--- src/rtl/mux_src_sequencer_if.sv ---
// mux_src_sequencer_if: operand-load / select-control bus between a driver and the mux source sequencer.
// Signals:
//   din_i      [2:0]  operand data shared by both loads
//   load_x_i          level, X <= din_i each edge while high
//   load_y_i          level, Y <= din_i each edge while high
//   toggle_i          manual select request, rising edge acts
//   auto_en_i         level, 1 = automatic dwell alternation
//   x_o, y_o   [2:0]  registered operands to the mux
//   s_o               registered mux select
//   s_change_o        high in exactly the cycles where s_o holds a new value
// Modports: master drives requests, slave is the sequencer.
interface mux_src_sequencer_if;
    logic [2:0] din_i;
    logic       load_x_i;
    logic       load_y_i;
    logic       toggle_i;
    logic       auto_en_i;
    logic [2:0] x_o;
    logic [2:0] y_o;
    logic       s_o;
    logic       s_change_o;
    modport master (
        output din_i, load_x_i, load_y_i, toggle_i, auto_en_i,
        input  x_o, y_o, s_o, s_change_o
    );
    modport slave (
        input  din_i, load_x_i, load_y_i, toggle_i, auto_en_i,
        output x_o, y_o, s_o, s_change_o
    );
endinterface

--- src/rtl/mux_src_sequencer.sv ---
// mux_src_sequencer: loads X/Y operands and drives the 2:1 mux select manually or by dwell-timed alternation.
// Ports:
//   clk    system clock, all state on rising edge
//   rst_n  asynchronous active-low reset
//   bus    mux_src_sequencer_if.slave (din/load/toggle/auto_en in; X/Y/s/s_change out)
// Parameters: DWELL (1..255) cycles s holds each value in AUTO; CNT_W counter width, 2^CNT_W >= DWELL.
// Build option: define MUX_SRC_SYNC_EN to pass toggle, auto_en, load_x, load_y through
// 2-flop synchronizers (adds 2 cycles to every input-to-effect latency; din stays unsynchronized).
module mux_src_sequencer #(
    parameter int DWELL = 4,
    parameter int CNT_W = 8
) (
    input  logic                clk,
    input  logic                rst_n,
    mux_src_sequencer_if.slave  bus
);
    localparam logic [0:0] ST_MANUAL = 1'b0;
    localparam logic [0:0] ST_AUTO   = 1'b1;
    localparam logic [CNT_W-1:0] TERM = CNT_W'(DWELL - 1);

    logic toggle, auto_en, load_x, load_y;

`ifdef MUX_SRC_SYNC_EN
    logic [1:0] tog_sync_q, auto_sync_q, lx_sync_q, ly_sync_q;
    always_ff @(posedge clk or negedge rst_n) begin
        if (!rst_n) begin
            tog_sync_q  <= '0;
            auto_sync_q <= '0;
            lx_sync_q   <= '0;
            ly_sync_q   <= '0;
        end else begin
            tog_sync_q  <= {tog_sync_q[0], bus.toggle_i};
            auto_sync_q <= {auto_sync_q[0], bus.auto_en_i};
            lx_sync_q   <= {lx_sync_q[0], bus.load_x_i};
            ly_sync_q   <= {ly_sync_q[0], bus.load_y_i};
        end
    end
    assign toggle  = tog_sync_q[1];
    assign auto_en = auto_sync_q[1];
    assign load_x  = lx_sync_q[1];
    assign load_y  = ly_sync_q[1];
`else
    assign toggle  = bus.toggle_i;
    assign auto_en = bus.auto_en_i;
    assign load_x  = bus.load_x_i;
    assign load_y  = bus.load_y_i;
`endif

    logic [0:0]       state_q, state_d;
    logic [CNT_W-1:0] cnt_q, cnt_d;
    logic [2:0]       x_q, x_d, y_q, y_d;
    logic             s_q, s_d, chg_q, chg_d, tog_q, tog_rise;

    // tog_q tracks toggle in both states so a level held across an AUTO->MANUAL exit cannot fire late.
    assign tog_rise = toggle & ~tog_q;

    always_comb begin
        state_d = state_q;
        cnt_d   = cnt_q;
        s_d     = s_q;
        chg_d   = 1'b0;
        x_d     = load_x ? bus.din_i : x_q;
        y_d     = load_y ? bus.din_i : y_q;
        if (state_q == ST_MANUAL) begin
            // A toggle on the AUTO entry edge still flips; the dwell count starts from that edge.
            s_d   = s_q ^ tog_rise;
            chg_d = tog_rise;
            if (auto_en) begin
                state_d = ST_AUTO;
                cnt_d   = '0;
            end
        end else if (!auto_en) begin
            // Exit takes priority over a terminal count: s holds.
            state_d = ST_MANUAL;
            cnt_d   = '0;
        end else if (cnt_q == TERM) begin
            s_d   = ~s_q;
            chg_d = 1'b1;
            cnt_d = '0;
        end else begin
            cnt_d = cnt_q + 1'b1;
        end
    end

    always_ff @(posedge clk or negedge rst_n) begin
        if (!rst_n) begin
            state_q <= ST_MANUAL;
            cnt_q   <= '0;
            x_q     <= '0;
            y_q     <= '0;
            s_q     <= 1'b0;
            chg_q   <= 1'b0;
            tog_q   <= 1'b0;
        end else begin
            state_q <= state_d;
            cnt_q   <= cnt_d;
            x_q     <= x_d;
            y_q     <= y_d;
            s_q     <= s_d;
            chg_q   <= chg_d;
            tog_q   <= toggle;
        end
    end

    assign bus.x_o        = x_q;
    assign bus.y_o        = y_q;
    assign bus.s_o        = s_q;
    assign bus.s_change_o = chg_q;
endmodule
--- src/flat_wrapper.sv ---
// flat-port wrapper written by rule: the top's interface ports become plain ports
module mux_src_sequencer_flat 
#(
    parameter int DWELL = 4,
    parameter int CNT_W = 8
)
  (clk, rst_n, bus_din_i, bus_load_x_i, bus_load_y_i, bus_toggle_i, bus_auto_en_i, bus_x_o, bus_y_o, bus_s_o, bus_s_change_o);
  mux_src_sequencer_if bus_i ();
  input  logic clk;
  input  logic rst_n;
  input wire logic [$bits(bus_i.din_i)-1:0] bus_din_i;
  input wire logic [$bits(bus_i.load_x_i)-1:0] bus_load_x_i;
  input wire logic [$bits(bus_i.load_y_i)-1:0] bus_load_y_i;
  input wire logic [$bits(bus_i.toggle_i)-1:0] bus_toggle_i;
  input wire logic [$bits(bus_i.auto_en_i)-1:0] bus_auto_en_i;
  output wire logic [$bits(bus_i.x_o)-1:0] bus_x_o;
  output wire logic [$bits(bus_i.y_o)-1:0] bus_y_o;
  output wire logic [$bits(bus_i.s_o)-1:0] bus_s_o;
  output wire logic [$bits(bus_i.s_change_o)-1:0] bus_s_change_o;
  assign bus_i.din_i = bus_din_i;
  assign bus_i.load_x_i = bus_load_x_i;
  assign bus_i.load_y_i = bus_load_y_i;
  assign bus_i.toggle_i = bus_toggle_i;
  assign bus_i.auto_en_i = bus_auto_en_i;
  assign bus_x_o = bus_i.x_o;
  assign bus_y_o = bus_i.y_o;
  assign bus_s_o = bus_i.s_o;
  assign bus_s_change_o = bus_i.s_change_o;
  mux_src_sequencer #(.DWELL(DWELL), .CNT_W(CNT_W)) u_core (.clk(clk), .rst_n(rst_n), .bus(bus_i));
endmodule
--- config.mk ---
export PLATFORM = sky130hd
export DESIGN_NAME = mux_src_sequencer_flat
export DESIGN_NICKNAME = d
export VERILOG_FILES = /design/src/rtl/mux_src_sequencer_if.sv /design/src/rtl/mux_src_sequencer.sv /design/src/flat_wrapper.sv
export SDC_FILE = /design/constraint.sdc
export NUM_CORES = 1
export LEC_CHECK = 0
export CORE_UTILIZATION = 45
export DETAILED_ROUTE_END_ITERATION = 8
export PLACE_DENSITY = 0.73
export REMOVE_ABC_BUFFERS = 1
export SYNTH_ARGS = -nofsm -noshare
export SYNTH_HDL_FRONTEND = slang
export SYNTH_SLANG_ARGS = --single-unit
--- constraint.sdc ---
create_clock -name clk -period 2.2 [get_ports clk]
set_input_delay 0.66 -clock clk [delete_from_list [all_inputs] [get_ports clk]]
set_output_delay 0.66 -clock clk [all_outputs]
set_load 0.01 [all_outputs]
-- Yosys cells after proc, flatten, opt, wreduce, memory -nomap -nowiden
Cells that the tools add are included.
- mux-type cells: 11
- reductions and logical operators: 2
- equal/unequal tests: 3
- $add $sub $neg: 1
- bitwise gates (word level): 4
- operators with widths (cell ; number):
    8-bit two-way mux ; 4
    8-bit by 1-bit adder with 8-bit output, second input constant ; 1
    8-bit by 2-bit equality test with 1-bit output, second input constant ; 1
    1-bit two-way mux ; 7
    2-bit inequality test, second input constant ; 2
    1-bit inverter ; 2
    2-bit AND reduction ; 1
    2-bit nonzero test ; 1
    1-bit bitwise AND ; 1
    1-bit XOR ; 1
- bits in registers: 18
- logic and storage cells: 28
- output and inout port bits: 8
- bits of input ports: 9

-- Depth between registers and ports, before layout
Gate-level depths: netlist of run 1.
- word-level depth: 4
- mapped depth: 5

-- Least setup slack after synthesis of run 1
OpenSTA, ideal clock, no wires.
- path type: flip-flop to flip-flop
- start point: register u_core.cnt_q[0]
- end point: register u_core.cnt_q[5]
- data arrival time: 1.545 ns
- cell stages (with the launch flop): 6
- library setup time: 0.118 ns
- required time: 2.082 ns
- setup slack: 0.537 ns
- cell sequence: dfrtp_1 -> ha_1 -> or4b_4 -> o21bai_4 -> o22ai_1 -> a21o_1
- word-level cells in the longest chain between the ends: 4
- ends and longest elaborated chain (element ; RTL line ; source):
    from (decl) ; mux_src_sequencer.sv:50 ; logic [CNT_W-1:0] cnt_q, cnt_d;
    from (signal assigned) ; mux_src_sequencer.sv:96 ; cnt_q <= cnt_d;
    8-bit by 1-bit adder with 8-bit output or 8-bit by 2-bit equality test with 1-bit output (tied branches) ; mux_src_sequencer.sv:81, mux_src_sequencer.sv:76 ;
    8-bit two-way mux * ; mux_src_sequencer.sv:76 ; end else if (cnt_q == TERM) begin
    8-bit two-way mux * ; mux_src_sequencer.sv:72 ; end else if (!auto_en) begin
    8-bit two-way mux * ; mux_src_sequencer.sv:64 ; if (state_q == ST_MANUAL) begin
Every way passes the cells marked *; elsewhere a longest branch is shown, timed or not.
A chain may end at the register's enable or synchronous reset.

-- Final worst setup path of run 1
- start point: register u_core.s_q (netlist: u_core.bus.s_o)
- end point: output port bus_s_o
- RTL lines (element ; RTL line ; source):
    from (decl) ; mux_src_sequencer.sv:52 ; logic s_q, s_d, chg_q, chg_d, tog_q, tog_rise;
    from (signal assigned) ; mux_src_sequencer.sv:91 ; s_q <= 1'b0;
    from (signal assigned) ; mux_src_sequencer.sv:99 ; s_q <= s_d;
    to (decl) ; flat_wrapper.sv:18 ; output wire logic [$bits(bus_i.s_o)-1:0] bus_s_o;
No word-level cell between the ends.

==> results of run 1 <==
==> power breakdown <==
group          switching, uW  internal, uW  total, uW
clock network            101           101        202
registers               16.4           357        373
logic                   46.2          72.6        119
total                    164           530        694
==> per-stage QoR <==
stage	instances	hold WS [ps]	instance area [um^2]	worst slack, ps	util
global route	105	497	1030	275	0.656
finish	105	471	1030	338	0.656
CTS	105	475	1030	322	0.656
floorplan	67	364	802	537	-
global placement	101	457	997	268	0.633
detailed placement	101	460	997	236	0.633
==> cells by family after synthesis <==
kind of cell	Yosys count
compound gates	16
xor+xnor	2
fa+ha+maj	2
buf+inv	1
flops	18
mux	6
simple gates	22
==> flip-flops by register name, indices dropped and copies added (netlist names) <==
name                   cells
u_core.bus.s_o             1
u_core.bus.y_o             3
u_core.bus.x_o             3
u_core.tog_q               1
u_core.bus.s_change_o      1
u_core.cnt_q               8
u_core.state_q             1
==> cells in the mapped netlist, types with 2 or more instances <==
master | n | area, um^2
a21o_1 | 3 | 22.5
a21oi_1 | 2 | 10.0
dfrtp_1 | 18 | 450
ha_1 | 2 | 25.0
mux2_2 | 6 | 67.6
nand2_1 | 7 | 26.3
nand3_1 | 2 | 10.0
nor2_1 | 4 | 15.0
nor4_1 | 2 | 12.5
o21ai_0 | 7 | 35.0
o22ai_1 | 2 | 12.5
xor2_1 | 2 | 17.5
==> area by class of cell <==
type	instances	area [um^2]	area share
sequential	18	450	0.436
multi-input combinational	48	348	0.337
timing repair buffer	18	175	0.169
clock buffer	4	36.3	0.0351
tap	16	20.0	0.0194
inverter	1	3.75	0.00363
==> worst max path at each step <==
| stage | end | slack, ps | cells after the start |
|---|---|---|---|
| floorplan | u_core.cnt_q[5] | 540 | 5 |
| global placement | u_core.cnt_q[7] | 270 | 5 |
| detailed placement | u_core.cnt_q[7] | 240 | 5 |
| CTS | bus_s_o | 320 | 1 |
| global route | bus_s_o | 270 | 1 |
| finish | bus_s_o | 340 | 1 |
==> layer usage <==
metal  share of wire  vias up  track usage
met5               0        -            0
met4           0.021        0        0.109
met3           0.041        4       0.0653
met2            0.44       10        0.221
met1            0.50      264        0.233
li1                -      285            -
==> results.md, run 1 <==
- Synth-to-Final Area Change: 28.9%
- Commonest non-fill, non-tap cell in the layout: dfrtp_1
- Syn Inst Count: between 60 and 70
- R2R cell count: 5
- Post-synthesis xor/xnor area fraction: 0.0218
- Asr flop ratio synth: 1.00
- Family with the most delay on the worst path: buffers and inverters
- Synth Flop Type: dfrtp_1
- Crit path buf inv count: 1
- Final Critical Period: around 1900 ps
- Row count: 14
- Mux share of post-synthesis cell area: 0.0842
- Std-Cell Core Area: ~1600 um^2
- Synth Area in Adders: 0.0312
- RSZ-0062 raised after global routing: no
- FF-to-FF setup slack: about 370 ps
- CP Max Fanout: 2
- Drt first-iter violations: 8
- CP Data Required Time: between 1500 and 2000 ps
- Yosys warnings: 0
- CP startpoint: u_core.bus.s_o
- FF-to-FF Start: u_core.cnt_q[0]
- Most frequent cells in the layout: dfrtp_1 (18), clkdlybuf4s50_1 (16), nand2_1 (7), o21ai_0 (7), mux2_2 (6)
- Clock sinks: 18
- Fillers: ~130
- Fin crit share: 0.846
- Syn Area/Cell: 12.0 um^2
- Grt ovf: 0
- Root Driver: clkbuf_4
- # IOs: 17
- Inserted Clock Buffers: 3
- Final hold vios: 0
- Crit path launch type: flop
- Final Skew: a little under 0.9 ps
- Unique cell type count in the Yosys netlist: 22
- WP data arrival: 1200 ps
- Min-Delay Path Class: flop to flop
- Peak supply drop: 406 uV
- Finish-stage setup viols: 0
- Via-per-instance ratio: around 5.4
- Clk Latency, worst-skew pair: between 200 and 300 ps
- DIE HEIGHT: roughly 44 um
- Final Net Count: 101
- Via count: 563
- Worst relative slew slack: 0.756
- Least-Margin Pin Slew: approximately 370 ps
- Post-DR wirelength/cell: roughly 13 um
- CTS tree: done
- Die width: 44.2 um
- CP endpoint kind: output pin
- Crit Path Category: flop to output pin
- Compound-Gate Fraction of Synth Area: 0.150
- Sum Neg Setup Slack: 0 ps
- Total track usage: 0.169
- Pin count of the biggest net entering global routing: 19
- Largest stage delay, worst path: 540 ps
- CTS Hold Bufs: 0
- Slowest-stage cell, CP: clkdlybuf4s50_1
- Final Slew Violations: 0
- Post_cts resized: 0
- Gpl congestion: about 0.78
- Number of global-route vias before repair: between 500 and 600
- Max Fclk: ~0.54 GHz
- Port Buf Inserts: 16
- Drt pass-1 iters: 4
- Total power: just under 700 uW
- Clk slew on worst S/H paths: 100 ps
- Initial antenna violation count: 0
- Cell Area, Synth: 802 um^2
- Hold EP: u_core.bus.s_o
- Starting Density: 0.509
- Crit path cell chain: clkdlybuf4s50_1
- Power Density: 672 nW/um^2
- WHS Path Cells: 1
- Final wirelength: about 1.4 mm
- Maximum clock insertion buffer count: 2
- Worst hold start: u_core.bus.s_o
- Max-Cap Viols: 0
- Drc violations: 0
- RR Endpoint: u_core.cnt_q[5]
- Detail Placement HPWL: 997 um
- Diode count: 0
- Seq/Total Area, Yosys: 0.562
- Number of synthesized flops with an enable pin: 0
- # Post-CTS Setup Buffers: 0
- Yosys reg bits: 18
- Antenna viol nets, final: 0
- Simple-gate share of the synthesized area: 0.147
- Layout cells sized above 1: 0.191
- Main combinational cell family by area after synthesis: compound AO/OA/AOI/OAI gates
- Die area: just under 2000 um^2
- Lkg Pwr: 0.000458 uW
- Status: finished clean
- H-tree depth: 1
- First-pass GRT wire length: between 2 and 2.5 mm
No activity file was read; power rests on OpenSTA's default activity.
==> run 2, diff against run 1 <==
- clock period: 2.2 -> 1.9 ns (I/O delays scaled with it)
==> results.md, run 2 (synthesis gave the netlist of run 1 again) <==
- Status: finished clean (unchanged)
- # Post-CTS Setup Buffers: 0 (unchanged)
- Clock sinks: 18 (unchanged)
- Crit Path Category: flop to output pin (unchanged)
- Post-DR wirelength/cell: 13.4 um (was 13.3 um)
- Via-per-instance ratio: 5.44 (was 5.36)
- CP startpoint: u_core.bus.s_o (unchanged)
- CTS tree: done (unchanged)
- Biggest register: u_core.cnt_q (unchanged)
- Peak supply drop: 425 uV (was 406 uV)
- Initial antenna violation count: 0 (unchanged)
- Sequential Area: 450 um^2 (unchanged)
- Crit path cell chain: clkdlybuf4s50_1 (unchanged)
- Root Driver: clkbuf_4 (unchanged)
- Via count: 582 (was 563)
- Crit path buf inv count: 1 (unchanged)
- Final hold vios: 0 (unchanged)
- Fillers: 133 (was 126)
- Design Area, Final: 1040 um^2 (was 1030 um^2)
- Final Slew Violations: 0 (unchanged)
- Max FFs per register: 8 (unchanged)
- H-tree depth: 1 (unchanged)
- Crit path to: bus_s_o (unchanged)
- Slowest-stage cell, CP: clkdlybuf4s50_1 (unchanged)
- Commonest non-fill, non-tap cell in the layout: dfrtp_1 (unchanged)
- CP Data Required Time: 1330 ps (was 1540 ps)
- Gpl congestion: 0.730 (was 0.784)
- Pin count of the biggest net entering global routing: 19 (unchanged)
- CTS Hold Bufs: 0 (unchanged)
- Inserted Clock Buffers: 3 (unchanged)
- Synth-to-Final Area Change: 30.0% (was 28.9%)
- Total track usage: 0.180 (was 0.169)
- Drt pass-1 iters: 2 (was 4)
- Global-route track usage on met2: 0.285 (was 0.221)
- Maximum clock insertion buffer count: 2 (unchanged)
- WP data arrival: 1200 ps (about the same)
- Final Net Count: 104 (was 101)
- Die area: 1950 um^2 (unchanged)
- Detail Placement HPWL: 1.09 mm (was 997 um)
- R2R cell count: 5 (unchanged)
- Layout cells sized above 1: 0.209 (was 0.191)
- DIE HEIGHT: 44.2 um (unchanged)
- Clk slew on worst S/H paths: 90 ps (was 100 ps)
- # IOs: 17 (unchanged)
- Cell count along the critical path: 1 (unchanged)
- RR Endpoint: u_core.cnt_q[5] (unchanged)
- Power Density: 728 nW/um^2 (was 672 nW/um^2)
- Final Critical Period: 1770 ps
- Worst setup margin: 127 ps (was 338 ps)
- Area post-placement: 1020 um^2 (was 997 um^2)
- Top Usage Layer GRT: met2 (was met1)
- CP Max Fanout: 2 (unchanged)
- Family with the most delay on the worst path: buffers and inverters (unchanged)
- Drc violations: 0 (unchanged)
- Row count: 14 (unchanged)
- Multi-input gate area: 348 um^2 (unchanged)
- Post_cts resized: 0 (unchanged)
- Crit path launch type: flop (unchanged)
- First-pass GRT wire length: 2.50 mm (was 2.28 mm)
- Hold Slack: 492 ps (was 471 ps)
- Diode count: 0 (unchanged)
- Number of global-route vias before repair: 593 (was 502)
- Starting Density: 0.509 (unchanged)
- Final wirelength: 1.43 mm (was 1.40 mm)
- FF-to-FF Start: u_core.cnt_q[0] (unchanged)
- Finish-stage setup viols: 0 (unchanged)
- Met1 Use GR: 0.226 (was 0.233)
- Drt first-iter violations: 5 (was 8)
- Sum Neg Setup Slack: 0 ps (unchanged)
- Port Buf Inserts: 16 (unchanged)
- Std-Cell Core Area: 1580 um^2 (unchanged)
- Fin crit share: 0.933
- Clk Latency, worst-skew pair: 280 ps (was 290 ps)
- RSZ-0062 raised after global routing: no (unchanged)
- Most frequent cells in the layout: dfrtp_1 (18), clkdlybuf4s50_1 (16), nand2_1 (7), o21ai_0 (7), mux2_2 (6) (unchanged)
- CP endpoint kind: output pin (unchanged)
- Min-Delay Path Class: flop to flop (unchanged)
- Final Skew: 0.365 ps (was 0.883 ps)
- Met3 Use GR: 0.0367 (was 0.0653)
- Largest stage delay, worst path: 540 ps (about the same)
- Max-Cap Viols: 0 (unchanged)
- Antenna viol nets, final: 0 (unchanged)
- Max Fclk: ~0.56 GHz
- Lkg Pwr: 0.000465 uW (was 0.000458 uW)
- Dpl ws: 37.2 ps (was 236 ps)
- Die width: 44.2 um (unchanged)
- Worst relative slew slack: 0.843 (was 0.756)
- Grt ovf: 0 (unchanged)
- Least-Margin Pin Slew: 234 ps (was 365 ps)
- FF-to-FF setup slack: 140 ps (was 370 ps)
run 2: cell types whose count changed in the layout (fill, tap and decap cells not counted), sizes merged:
cell,change
buf,+3
clkbuf,-1
run 2: final cells by class:
cell class                 instances  area share
sequential                        18       0.432
multi-input combinational         48       0.334
timing repair buffer              21       0.190
clock buffer                       3      0.0216
tap                               16      0.0192
inverter                           1     0.00360
run 2: worst min-delay path by stage:
stage,startpoint,to,slack (ps),depth (start not counted)
final,u_core.bus.s_o,u_core.bus.s_o,490,1
after global routing,u_core.bus.y_o[2],u_core.bus.y_o[2],520,1
after CTS,u_core.bus.s_o,u_core.bus.s_o,500,1
after detailed placement,u_core.bus.s_o,u_core.bus.s_o,480,1
after global placement,u_core.bus.s_o,u_core.bus.s_o,460,1
after floorplan,rst_n,u_core.bus.s_change_o,270,0
run 2: report_power, final:
group          switching (uW)  leakage [uW]  internal (uW)
Clock                     108     0.0000138           73.6
Combinational            55.7      0.000223           88.0
Sequential               19.9      0.000229            413
run 2: layer usage:
metal	wire length [um]	up-vias
li1	-	294
met1	698	276
met2	665	8
met3	37	4
met4	32	0
met5	0	-
run 2: through the flow:
step,total power [uW],instances,utilization
6_report,758,107,0.661
5_1_grt,794,107,0.661
4_1_cts,771,107,0.661
3_5_place_dp,587,104,0.647
3_3_place_gp,582,104,0.647
2_1_floorplan,491,67,-
==> variant (settings of run 1) <==
The option `MUX_SRC_SYNC_EN` is turned on by a define.
--- a/src/rtl/mux_src_sequencer.sv
+++ b/src/rtl/mux_src_sequencer.sv
@@ -8,2 +8,4 @@
 // 2-flop synchronizers (adds 2 cycles to every input-to-effect latency; din stays unsynchronized).
+`define MUX_SRC_SYNC_EN
+
 module mux_src_sequencer #(
Behaviour: not the same (a bounded check fails within 4 cycles, from zero or initial values and one cycle with rst_n low).
==> variant against run 1 <==
- worst setup slack lost 0.031 ns
- power up 40%
- synthesized area grew 28%
- sequential share of layout area up 7.3 points
- clock power is 59% higher
- cell count up 17%
- wire length up 7.4%
- final area increased by 24%
- sequential power increased by 43%
- sequential cell count up 8
- core utilization decreased by 3.0 points
- critical endpoint is now bus_y_o[0]
- largest power group unchanged
- highest routed layer unchanged
==> variant: results (changes against run 1) <==
metric	value	unit	change
status	completed		unchanged
Nets	108		was 101
gr usage total	16.4	%	was 16.9%
largest net degree at the start of global routing	27		was 19
initial DRC count	6		was 8
R2R setup slack	0.65	ns	was 0.37 ns
fin crit share	86.0	%	was 84.6%
Critical Path End	bus_y_o[0]		was bus_s_o
Wirelength per Cell	12.2	um	was 13.3 um
GPL Wtd Cong	0.767		was 0.784
worst relative slew slack	70.7	%	was 75.6%
synth cell count leaders	dfrtp_1, o21ai_0, mux2_2, nand2_1, nor2_1		was dfrtp_1, nand2_1, o21ai_0, mux2_2, nor2_1
distinct cell type count after synthesis	27		was 22
M2 GR Usage	25.9	%	was 22.1%
met1 Use GR	21.5	%	was 23.3%
M1 wire length	713	um	was 699 um
multiplexer share of the synthesized area	6.60	%	was 8.42%
DP Worst Slack	0.662	ns	was 0.236 ns
Worst Hold End	u_core.tog_sync_q[1]		was u_core.bus.s_o
CP arrival	1.23	ns	was 1.20 ns
hold_sp	u_core.tog_sync_q[0]		was u_core.bus.s_o
Area contributors post-synth	dfrtp_1, mux2_2, o21ai_0, o32ai_4, ha_1		was dfrtp_1, mux2_2, o21ai_0, nand2_1, ha_1
clk_skew	0.00564	ns	was 0.000883 ns
hpwl dp	1100	um	was 997 um
VDD IR max	0.000491	V	was 0.000406 V
variant: power by group through the flow:
stage / registers (W) / clock network [W] / logic, W
floorplan: 0.000552 / 0 / 0.0000339
global placement: 0.000541 / 0 / 0.000116
detailed placement: 0.000543 / 0 / 0.000118
CTS: 0.000534 / 0.000333 / 0.000119
global route: 0.000539 / 0.000353 / 0.000127
finish: 0.000533 / 0.000321 / 0.000117
variant: worst register-to-register path: stages (launching register included):
cell	delay, ns
dfrtp_1	0.45
ha_1	0.22
nor4b_4	0.29
a21o_2	0.23
nor2_1	0.05
a211o_1	0.22
variant: per-stage QoR:
step,util [%],cells
detailed placement,60.0,119
CTS,62.6,123
floorplan,-,75
global placement,60.0,119
finish,62.6,123
global route,62.6,123
variant: cell type report:
class                   instances  area (sq um)
clock buffers                   3          22.5
clock inverters                 1          30.0
fillers                       168           764
inverters                       2          7.51
multi-input cells              47           365
flip-flops and latches         26           651
well taps                      27          33.8
repair buffers                 17           168
